==> config.mk <==
export PLATFORM = sky130hd
export DESIGN_NAME = pll_reset_sequencer
export DESIGN_NICKNAME = d
export VERILOG_FILES = /design/src/rtl/pll_reset_sequencer_pkg.sv /design/src/rtl/sync_ff.sv /design/src/rtl/pll_reset_sequencer.sv
export SDC_FILE = /design/constraint.sdc
export NUM_CORES = 1
export LEC_CHECK = 0
export CAP_MARGIN = 5
export CORE_MARGIN = 2
export CORE_UTILIZATION = 55
export DETAILED_ROUTE_END_ITERATION = 16
export GPL_TIMING_DRIVEN = 0
export MAX_ROUTING_LAYER = met4
export PLACE_DENSITY_LB_ADDON = 0.1
export SYNTH_ARGS = -nofsm -noshare
export SYNTH_HDL_FRONTEND = slang
export SYNTH_SLANG_ARGS = --single-unit
==> constraint.sdc <==
create_clock -name CLK100MHZ -period 2.9 [get_ports CLK100MHZ]
set_clock_uncertainty 0.15 [all_clocks]
set_input_delay 0.435 -clock CLK100MHZ [delete_from_list [all_inputs] [get_ports CLK100MHZ]]
set_output_delay 0.435 -clock CLK100MHZ [all_outputs]
set_load 0.02 [all_outputs]
==> src/rtl/pll_reset_sequencer_pkg.sv <==
// Shared types and defaults for the PLL reset sequencer: state encoding,
// default counts and the timer-width helper.
package pll_seq_pkg;

  typedef enum logic [2:0] {
    RST_HOLD  = 3'd0,
    WAIT_LOCK = 3'd1,
    SETTLE    = 3'd2,
    RUN       = 3'd3,
    PWRDOWN   = 3'd4,
    FAULT     = 3'd5
  } state_t;

  localparam int unsigned DEF_PLL_RST_CYCLES = 16;
  localparam int unsigned DEF_LOCK_TIMEOUT   = 100000;
  localparam int unsigned DEF_SETTLE_CYCLES  = 1024;
  localparam int unsigned DEF_MAX_RETRIES    = 3;
  localparam int unsigned DEF_SYNC_STAGES    = 2;

  // Wide enough to hold (largest count - 1); the timer only ever compares against N-1.
  function automatic int unsigned timer_width(input int unsigned a, input int unsigned b,
                                              input int unsigned c);
    int unsigned m;
    m = a;
    if (b > m) m = b;
    if (c > m) m = c;
    return (m < 2) ? 1 : $clog2(m);
  endfunction

endpackage

==> src/rtl/sync_ff.sv <==
// 1-bit multi-flop synchroniser, async active-low reset to 0.
module sync_ff #(
  parameter int STAGES = 2
) (
  input  logic clk,
  input  logic rst_n,
  input  logic d,
  output logic q
);
  logic [STAGES-1:0] sync_q, sync_d;

  always_comb sync_d = {sync_q[STAGES-2:0], d};

  always_ff @(posedge clk or negedge rst_n)
    if (!rst_n) sync_q <= '0;
    else        sync_q <= sync_d;

  assign q = sync_q[STAGES-1];
endmodule

==> src/rtl/pll_reset_sequencer.sv <==
// PLL reset / lock-settle sequencer gating the downstream counters.
// Optional retry limit with FAULT state: define PLL_RETRY_LIMIT_EN.
module pll_reset_sequencer
  import pll_seq_pkg::*;
#(
  parameter int unsigned PLL_RST_CYCLES = DEF_PLL_RST_CYCLES,
  parameter int unsigned LOCK_TIMEOUT   = DEF_LOCK_TIMEOUT,
  parameter int unsigned SETTLE_CYCLES  = DEF_SETTLE_CYCLES,
  parameter int unsigned MAX_RETRIES    = DEF_MAX_RETRIES,
  parameter int          SYNC_STAGES    = DEF_SYNC_STAGES
) (
  input  logic       CLK100MHZ,
  input  logic       CPU_RESETN,
  input  logic       pll_locked,
  input  logic       pwrdwn_req,
  input  logic       cnt_en_req,
  output logic       pll_rst,
  output logic       pll_pwrdwn,
  output logic       cnt_rst,
  output logic       cnt_en,
  output logic       ready,
  output logic       fault,
  output logic [2:0] state_o
);
  localparam int unsigned TW = timer_width(PLL_RST_CYCLES, LOCK_TIMEOUT, SETTLE_CYCLES);
  localparam logic [TW-1:0] RST_LAST    = TW'(PLL_RST_CYCLES - 1);
  localparam logic [TW-1:0] LOCK_LAST   = TW'(LOCK_TIMEOUT - 1);
  localparam logic [TW-1:0] SETTLE_LAST = TW'(SETTLE_CYCLES - 1);

  logic locked_s, pwrdwn_s, en_s;

  sync_ff #(.STAGES(SYNC_STAGES)) u_sync_lock (
    .clk(CLK100MHZ), .rst_n(CPU_RESETN), .d(pll_locked), .q(locked_s));
  sync_ff #(.STAGES(SYNC_STAGES)) u_sync_pwr (
    .clk(CLK100MHZ), .rst_n(CPU_RESETN), .d(pwrdwn_req), .q(pwrdwn_s));
  sync_ff #(.STAGES(SYNC_STAGES)) u_sync_en (
    .clk(CLK100MHZ), .rst_n(CPU_RESETN), .d(cnt_en_req), .q(en_s));

  state_t        state_q, state_d;
  logic [TW-1:0] timer_q, timer_d;
  logic          pll_rst_q, pll_rst_d;
  logic          pll_pwrdwn_q, pll_pwrdwn_d;
  logic          cnt_rst_q, cnt_rst_d;
  logic          ready_q, ready_d;

`ifdef PLL_RETRY_LIMIT_EN
  localparam int unsigned   RW         = $clog2(MAX_RETRIES + 1);
  localparam logic [RW-1:0] RETRY_LAST = RW'(MAX_RETRIES - 1);
  logic [RW-1:0] retries_q, retries_d;
  logic          fault_q, fault_d;
`endif

  always_comb begin
    state_d = state_q;
    case (state_q)
      RST_HOLD:  if (timer_q == RST_LAST) state_d = WAIT_LOCK;
      WAIT_LOCK: begin
        if (locked_s) state_d = SETTLE;
        else if (timer_q == LOCK_LAST) begin
`ifdef PLL_RETRY_LIMIT_EN
          state_d = (retries_q == RETRY_LAST) ? FAULT : RST_HOLD;
`else
          state_d = RST_HOLD;
`endif
        end
      end
      SETTLE: begin
        if (!locked_s)                    state_d = RST_HOLD;
        else if (timer_q == SETTLE_LAST)  state_d = RUN;
      end
      RUN:     if (!locked_s) state_d = RST_HOLD;
      PWRDOWN: if (!pwrdwn_s) state_d = RST_HOLD;
`ifdef PLL_RETRY_LIMIT_EN
      FAULT:   state_d = FAULT;
`endif
      default: state_d = RST_HOLD;
    endcase

    // Power-down wins over every other exit of the active states; FAULT ignores it.
    if (pwrdwn_s && (state_q == RST_HOLD || state_q == WAIT_LOCK ||
                     state_q == SETTLE   || state_q == RUN))
      state_d = PWRDOWN;

    if (state_d != state_q)  timer_d = '0;
    else if (timer_q == '1)  timer_d = timer_q;
    else                     timer_d = timer_q + TW'(1);

    pll_rst_d    = (state_d == RST_HOLD) || (state_d == PWRDOWN) || (state_d == FAULT);
    pll_pwrdwn_d = (state_d == PWRDOWN);
    cnt_rst_d    = (state_d != RUN);
    ready_d      = (state_d == RUN);

`ifdef PLL_RETRY_LIMIT_EN
    retries_d = retries_q;
    if (state_q == WAIT_LOCK && state_d == RST_HOLD) retries_d = retries_q + RW'(1);
    else if (state_q != RUN && state_d == RUN)       retries_d = '0;
    fault_d = (state_d == FAULT);
`endif
  end

  always_ff @(posedge CLK100MHZ or negedge CPU_RESETN) begin
    if (!CPU_RESETN) begin
      state_q      <= RST_HOLD;
      timer_q      <= '0;
      pll_rst_q    <= 1'b1;
      pll_pwrdwn_q <= 1'b0;
      cnt_rst_q    <= 1'b1;
      ready_q      <= 1'b0;
`ifdef PLL_RETRY_LIMIT_EN
      retries_q    <= '0;
      fault_q      <= 1'b0;
`endif
    end else begin
      state_q      <= state_d;
      timer_q      <= timer_d;
      pll_rst_q    <= pll_rst_d;
      pll_pwrdwn_q <= pll_pwrdwn_d;
      cnt_rst_q    <= cnt_rst_d;
      ready_q      <= ready_d;
`ifdef PLL_RETRY_LIMIT_EN
      retries_q    <= retries_d;
      fault_q      <= fault_d;
`endif
    end
  end

  assign pll_rst    = pll_rst_q;
  assign pll_pwrdwn = pll_pwrdwn_q;
  assign cnt_rst    = cnt_rst_q;
  assign ready      = ready_q;
  assign state_o    = state_q;
  // Enable drops on the same edge that leaves RUN, with no extra register delay.
  assign cnt_en     = (state_q == RUN) & en_s;
`ifdef PLL_RETRY_LIMIT_EN
  assign fault      = fault_q;
`else
  assign fault      = 1'b0;
`endif
endmodule

== After elaboration in Yosys (flattened, before gate mapping) ==
Index checks and enable logic that the tools add are counted.
W data, S select, Z words.

* Register bits after elaboration: 30
* Input bits: 5
* Output and inout port bits: 9
* Word-level logic and storage cells: 44

* Add/sub/neg operators: 1
* Equal/unequal tests: 14
* Mux-type cells: 11
* Bitwise logic cells: 1
* Reduce and logical (&&, ||, !) cells: 8

{| class="wikitable"
|+ Operators with widths
! operator !! count
|-
| $eq A17 B17 Y1 const B || 2
|-
| $mux W17 || 2
|-
| $mux W3 || 8
|-
| $add A17 B1 Y17 const B || 1
|-
| $eq A17 B10 Y1 const B || 1
|-
| $eq A17 B4 Y1 const B || 1
|-
| $pmux W3 S5 || 1
|-
| $eq A3 B2 Y1 const B || 3
|-
| $eq A3 B3 Y1 const B || 3
|-
| $logic_not A3 Y1 || 2
|-
| $logic_or A1 B1 Y1 || 5
|-
| $eq A3 B1 Y1 const B || 1
|-
| $ne A3 B2 Y1 const B || 1
|-
| $ne A3 B3 Y1 || 1
|-
| $ne A2 B2 Y1 const B || 1
|-
| $and A1 B1 Y1 || 1
|-
| $logic_and A1 B1 Y1 || 1
|}

== Logic depth before layout (Yosys ltp) ==
* Depth in word-level cells: 9
* Depth in mapped cells: 12
* Mapped depth without buffers: 10

== Hierarchy ==
Synthesis repeated with hierarchy kept, for this count alone.

* Cells, all modules: 145
* Area, all modules: 1526.5 µm²

{| class="wikitable"
|+ Modules (own cells, without submodules)
! module !! times used !! cells an instance !! area each (µm²) !! sequential area each (µm²)
|-
| pll_reset_sequencer || 1 || 139 || 1376.3 || 603.1
|-
| sync_ff || 3 || 2 || 50.0 || 50.0
|}

== Worst setup path after synthesis ==
Ideal clock, no wire load.

* Kind: flip-flop to flip-flop
* From: reg timer_q[5]
* To: reg timer_q[7]
* Setup time: 123 ps
* Arrival: 2350 ps
* Required time: 2627 ps
* Slack: 277 ps
* Stages on the path, launching flop included: 13
* Buffers on the path: 2
* Period minus slack after synthesis: 2623 ps
* Cell sequence: dfrtp_1 nand4_1 nor2_1 nand3_1 nor3_1 ha_1 clkbuf_1 and3b_1 and4_2 clkbuf_1 and3_1 xnor2_1 a21oi_2

* Cells in the longest elaborated chain, start to end: 7
* Elaborated cells on any way between the ends: 16
* Those cells by class: add/sub (1); eq/ne (6); mux (9)

{| class="wikitable"
|+ RTL lines
! what !! RTL line !! source
|-
| start, declared || pll_reset_sequencer.sv:40 || <nowiki>logic [TW-1:0] timer_q, timer_d;</nowiki>
|-
| start signal, assigned || pll_reset_sequencer.sv:115 || <nowiki>timer_q <= timer_d;</nowiki>
|-
| $eq A17 B10 Y1 / $eq A17 B17 Y1 (equally long branches) || pll_reset_sequencer.sv:69, pll_reset_sequencer.sv:59 ||
|-
| $mux W3 (on tied branches) || pll_reset_sequencer.sv:69, pll_reset_sequencer.sv:59 ||
|-
| $mux W3 (on tied branches) || pll_reset_sequencer.sv:68, pll_reset_sequencer.sv:58 ||
|-
| $pmux W3 S5 || pll_reset_sequencer.sv:55 || <nowiki>case (state_q)</nowiki>
|-
| $mux W3 || pll_reset_sequencer.sv:80 || <nowiki>if (pwrdwn_s && (state_q == RST_HOLD || state_q == WAIT_LOCK ||</nowiki>
|-
| $ne A3 B3 Y1 || pll_reset_sequencer.sv:84 || <nowiki>if (state_d != state_q) timer_d = '0;</nowiki>
|-
| $ne A2 B2 Y1 (no line) / $mux W17 (equally long branches) || -- ||
|}

Parallel ways exist; a longest one is shown, timed or not. The select of a mux whose other input is x is not followed.
A chain may end at the register's enable or synchronous reset.

== Worst setup path after layout ==
Same ends and word-level chain as after synthesis.

==> metrics.md <==
| Metric | Value |
|---|---|
| Period utilization | `0.941` |
| Detailed placement HPWL | `around 1900 um` |
| Total congestion overflow after global routing | `0` |
| Path type of the worst min-delay path | `in2async` |
| Number of enable flip-flop cells after synthesis | `0` |
| Count of input and output buffers | `12` |
| Worst Setup Start Kind | `flip-flop` |
| Pre-CTS setup slack | `-0.165 ns` |
| Sequential fraction of the synthesis area | `0.508` |
| Largest voltage drop on the vdd net | `0.000493 V` |
| Buffer cell driving the clock tree root | `sky130_fd_sc_hd__clkbuf_4` |
| Post-route standard cell area excluding fillers | `approximately 1700 um^2` |
| CP max FO | `7` |
| Data required time at the worst endpoint | `between 2 and 3 ns` |
| Vias in the first global route | `about 1,000` |
| Proportion of power drawn by the clock network | `0.366` |
| Max Cap Violations | `0` |
| Async S/R FF share, synth | `1.00` |
| Detailed Routing Iterations Pass 1 | `6` |
| Switching part of the total | `0.234` |
| Syn Inst Count | `135` |
| Power, Total | `828 uW` |
| Post-Synthesis Mean Instance Area | `between 10 and 15 um^2` |
| Pin count of the biggest net entering global routing | `31` |
| Time the worst path needs with I/O delays and setup | `between 2 and 3 ns` |
| Vias per cell | `slightly below 6` |
| Post-synth cell types | `40` |
| DIE WIDTH | `roughly 56 um` |
| Final Instance Count excl. Fillers | `between 150 and 200` |
| Count of vias placed by the detailed router | `approximately 1,100` |
| Core region area | `about 2500 um^2` |
| Power density cells | `between 400 and 500 nW/um^2` |
| TritonCTS sink count | `30` |
| Commonest non-fill, non-tap cell in the layout | `sky130_fd_sc_hd__dfrtp_1` |
| Worst hold slack across all endpoints | `-0.0154 ns` |
| Global-route wire length before repair | `roughly 4700 um` |
| Sort of element at the end of the critical path | `flip-flop` |
| Final Max Tran Viols | `0` |
| Portion of total power attributed to combinational logic | `0.090` |
| Row cnt | `18` |
| Final-layout setup total negative slack | `0 ns` |
| Chip Height | `~56 um` |
| # nets final | `163` |
| Leakage power figure | `around 0.75 nW` |
| Count of hold-fix buffers inserted at cts | `0` |
| Relative contribution of sequential cells to total power | `0.544` |
| Aggregate routed wire length | `around 2800 um` |
| Layout overhead on the synthesized area | `17.8%` |
| Hold Fails Final Rpt | `26` |
| Clock input transition at the sequential cells of the worst setup and hold paths | `approximately 0.090 ns` |
| Worst setup path category | `reg2reg` |
| GP Congestion | `between 0.8 and 0.9` |
| Initial antenna violation count | `0` |
| DRC marker count from the first detailed-route iteration | `24` |
| Net count after synthesis | `about 140` |
| Number of warnings reported in the yosys synthesis log | `0` |
| Final-report setup violation count | `0` |
| Path depth of the worst reg2reg path | `11` |
| WP data arrival | `2.80 ns` |
| Antenna-violating nets left | `0` |
| Violated checks | `hold timing` |
| Total instance count after detailed placement | `~180` |
| DRC violation count after routing | `0` |
| Outcome | `finished with violations` |
| I/O pin total | `14` |
| Final core utilization | `0.692` |
| Insertion delay of the later-clocked pin in the worst-skew pair | `between 0.3 and 0.4 ns` |
| Relative slew margins | `0.558` |
| Global router's overall resource usage | `0.201` |
| Die area | `3130 um^2` |
| Fmax | `approximately 0.37 GHz` |
| Net switching power of the design | `roughly 190 uW` |
| Post-detailed-route wirelength per cell | `~15 um` |
| Dominant register cell in the synthesized netlist | `sky130_fd_sc_hd__dfrtp_1` |
| Number of H-tree branching levels | `2` |
| Worst R2R Setup Slack | `roughly 0.17 ns` |
| Reg2Reg Launch Point | `timer_q[5]` |
| Count of antenna diodes in the layout | `0` |
| RSZ-0062 raised after global routing | `no` |
| Worst setup slack after layout | `between 0.15 and 0.2 ns` |
| CTS tree | `yes` |
| Internal portion of total power | `~630 uW` |
| Most frequent cells in the layout | `sky130_fd_sc_hd__dfrtp_1, sky130_fd_sc_hd__xor2_1, sky130_fd_sc_hd__clkdlybuf4s50_1, sky130_fd_sc_hd__a21oi_2` |
| Measured slew at the worst slew-check pin | `about 0.66 ns` |
| Effective utilization at floorplan | `0.588` |
| Ratio of cells with drive above 1 in the final layout | `0.242` |
| Synthesized cell area | `roughly 1500 um^2` |
| Synth Register Bits | `30` |
| Post-Place Cell Area | `approximately 1600 um^2` |
| Reg-to-Reg End | `timer_q[7]` |
| CTS max path bufs | `2` |
| Cts bufs inserted | `5` |
-- timing repair --
action | CTS | global route
cloned | 0 | 0
setup buffers | 0 | 3
gates resized for setup | 2 | 4
endpoints found under the setup margin | 5 | 5
pin swaps | 0 | 3
-- cell families (layout without fill, tap and decap cells) --
kind of cell	after synthesis	after routing	synth area share
other cells	1	1	0.00253
buf+inv	8	30	0.0439
simple gates	49	49	0.192
fa+ha+maj	2	2	0.0169
compound gates	27	27	0.129
xor+xnor	16	16	0.0945
mux	2	2	0.0135
flops	30	30	0.508
-- worst max path at each step --
stage                  to        from  slack [ns]
2_1_floorplan  timer_q[7]  timer_q[5]        0.28
5_1_grt        timer_q[7]  timer_q[5]        0.03
6_report       timer_q[7]  timer_q[5]        0.17
3_5_place_dp   timer_q[7]  timer_q[5]       -0.17
4_1_cts        timer_q[7]  timer_q[7]        0.04
3_3_place_gp   timer_q[7]  timer_q[5]       -0.08
-- synth_stat cells (all sizes together) (4+ instances only) --
cell | instances | area share
xor2 | 12 | 0.071
o21ai | 4 | 0.016
a21oi | 18 | 0.086
nand2 | 7 | 0.018
buf | 4 | 0.034
nand4 | 5 | 0.021
xnor2 | 4 | 0.024
nand3 | 5 | 0.017
nor4 | 4 | 0.021
nor2 | 9 | 0.023
and3 | 5 | 0.022
dfrtp | 28 | 0.47
-- sequential cells by signal, summed over array words and instances (netlist names) --
register,flops
cnt_rst,1
pll_pwrdwn,1
pll_rst,1
ready,1
state_o,3
timer_q,17
u_sync_en.sync_q,2
u_sync_lock.sync_q,2
u_sync_pwr.sync_q,2
-- layout make-up --
type	instances	area, um^2
Fill cell	205	776
Buffer	5	53.8
Multi-Input combinational cell	97	674
Inverter	2	7.51
Tap cell	30	37.5
Clock buffer	8	78.8
Timing Repair Buffer	15	138
Sequential cell	30	757
-- metal layers --
layer / part of all wire / track usage / wire [um]
met5: 0 / - / 0
met4: 0.0076 / 0.0578 / 21
met3: 0.047 / 0.0744 / 131
met2: 0.51 / 0.316 / 1400
met1: 0.44 / 0.245 / 1210
-- power groups by stage --
stage / Clock, mW / Combinational [mW] / Sequential (mW)
2_1_floorplan: 0 / 0.0497 / 0.456
3_3_place_gp: 0 / 0.0726 / 0.458
3_5_place_dp: 0 / 0.0761 / 0.459
4_1_cts: 0.309 / 0.0766 / 0.451
5_1_grt: 0.333 / 0.0829 / 0.453
6_report: 0.303 / 0.0749 / 0.451
-- critical path, cell delays in order, from the launching register on --
cell and delay [ns]:
sky130_fd_sc_hd__dfrtp_2 0.42, sky130_fd_sc_hd__nand4_1 0.21, sky130_fd_sc_hd__nor2_4 0.17, sky130_fd_sc_hd__nand3_1 0.10, sky130_fd_sc_hd__nor3_1 0.19, sky130_fd_sc_hd__ha_2 0.29
sky130_fd_sc_hd__and3b_1 0.22, sky130_fd_sc_hd__and4_2 0.23, sky130_fd_sc_hd__clkbuf_1 0.18, sky130_fd_sc_hd__and3_1 0.23, sky130_fd_sc_hd__xnor2_1 0.18, sky130_fd_sc_hd__a21oi_2 0.04
No activity file was read; power rests on OpenSTA's default activity.
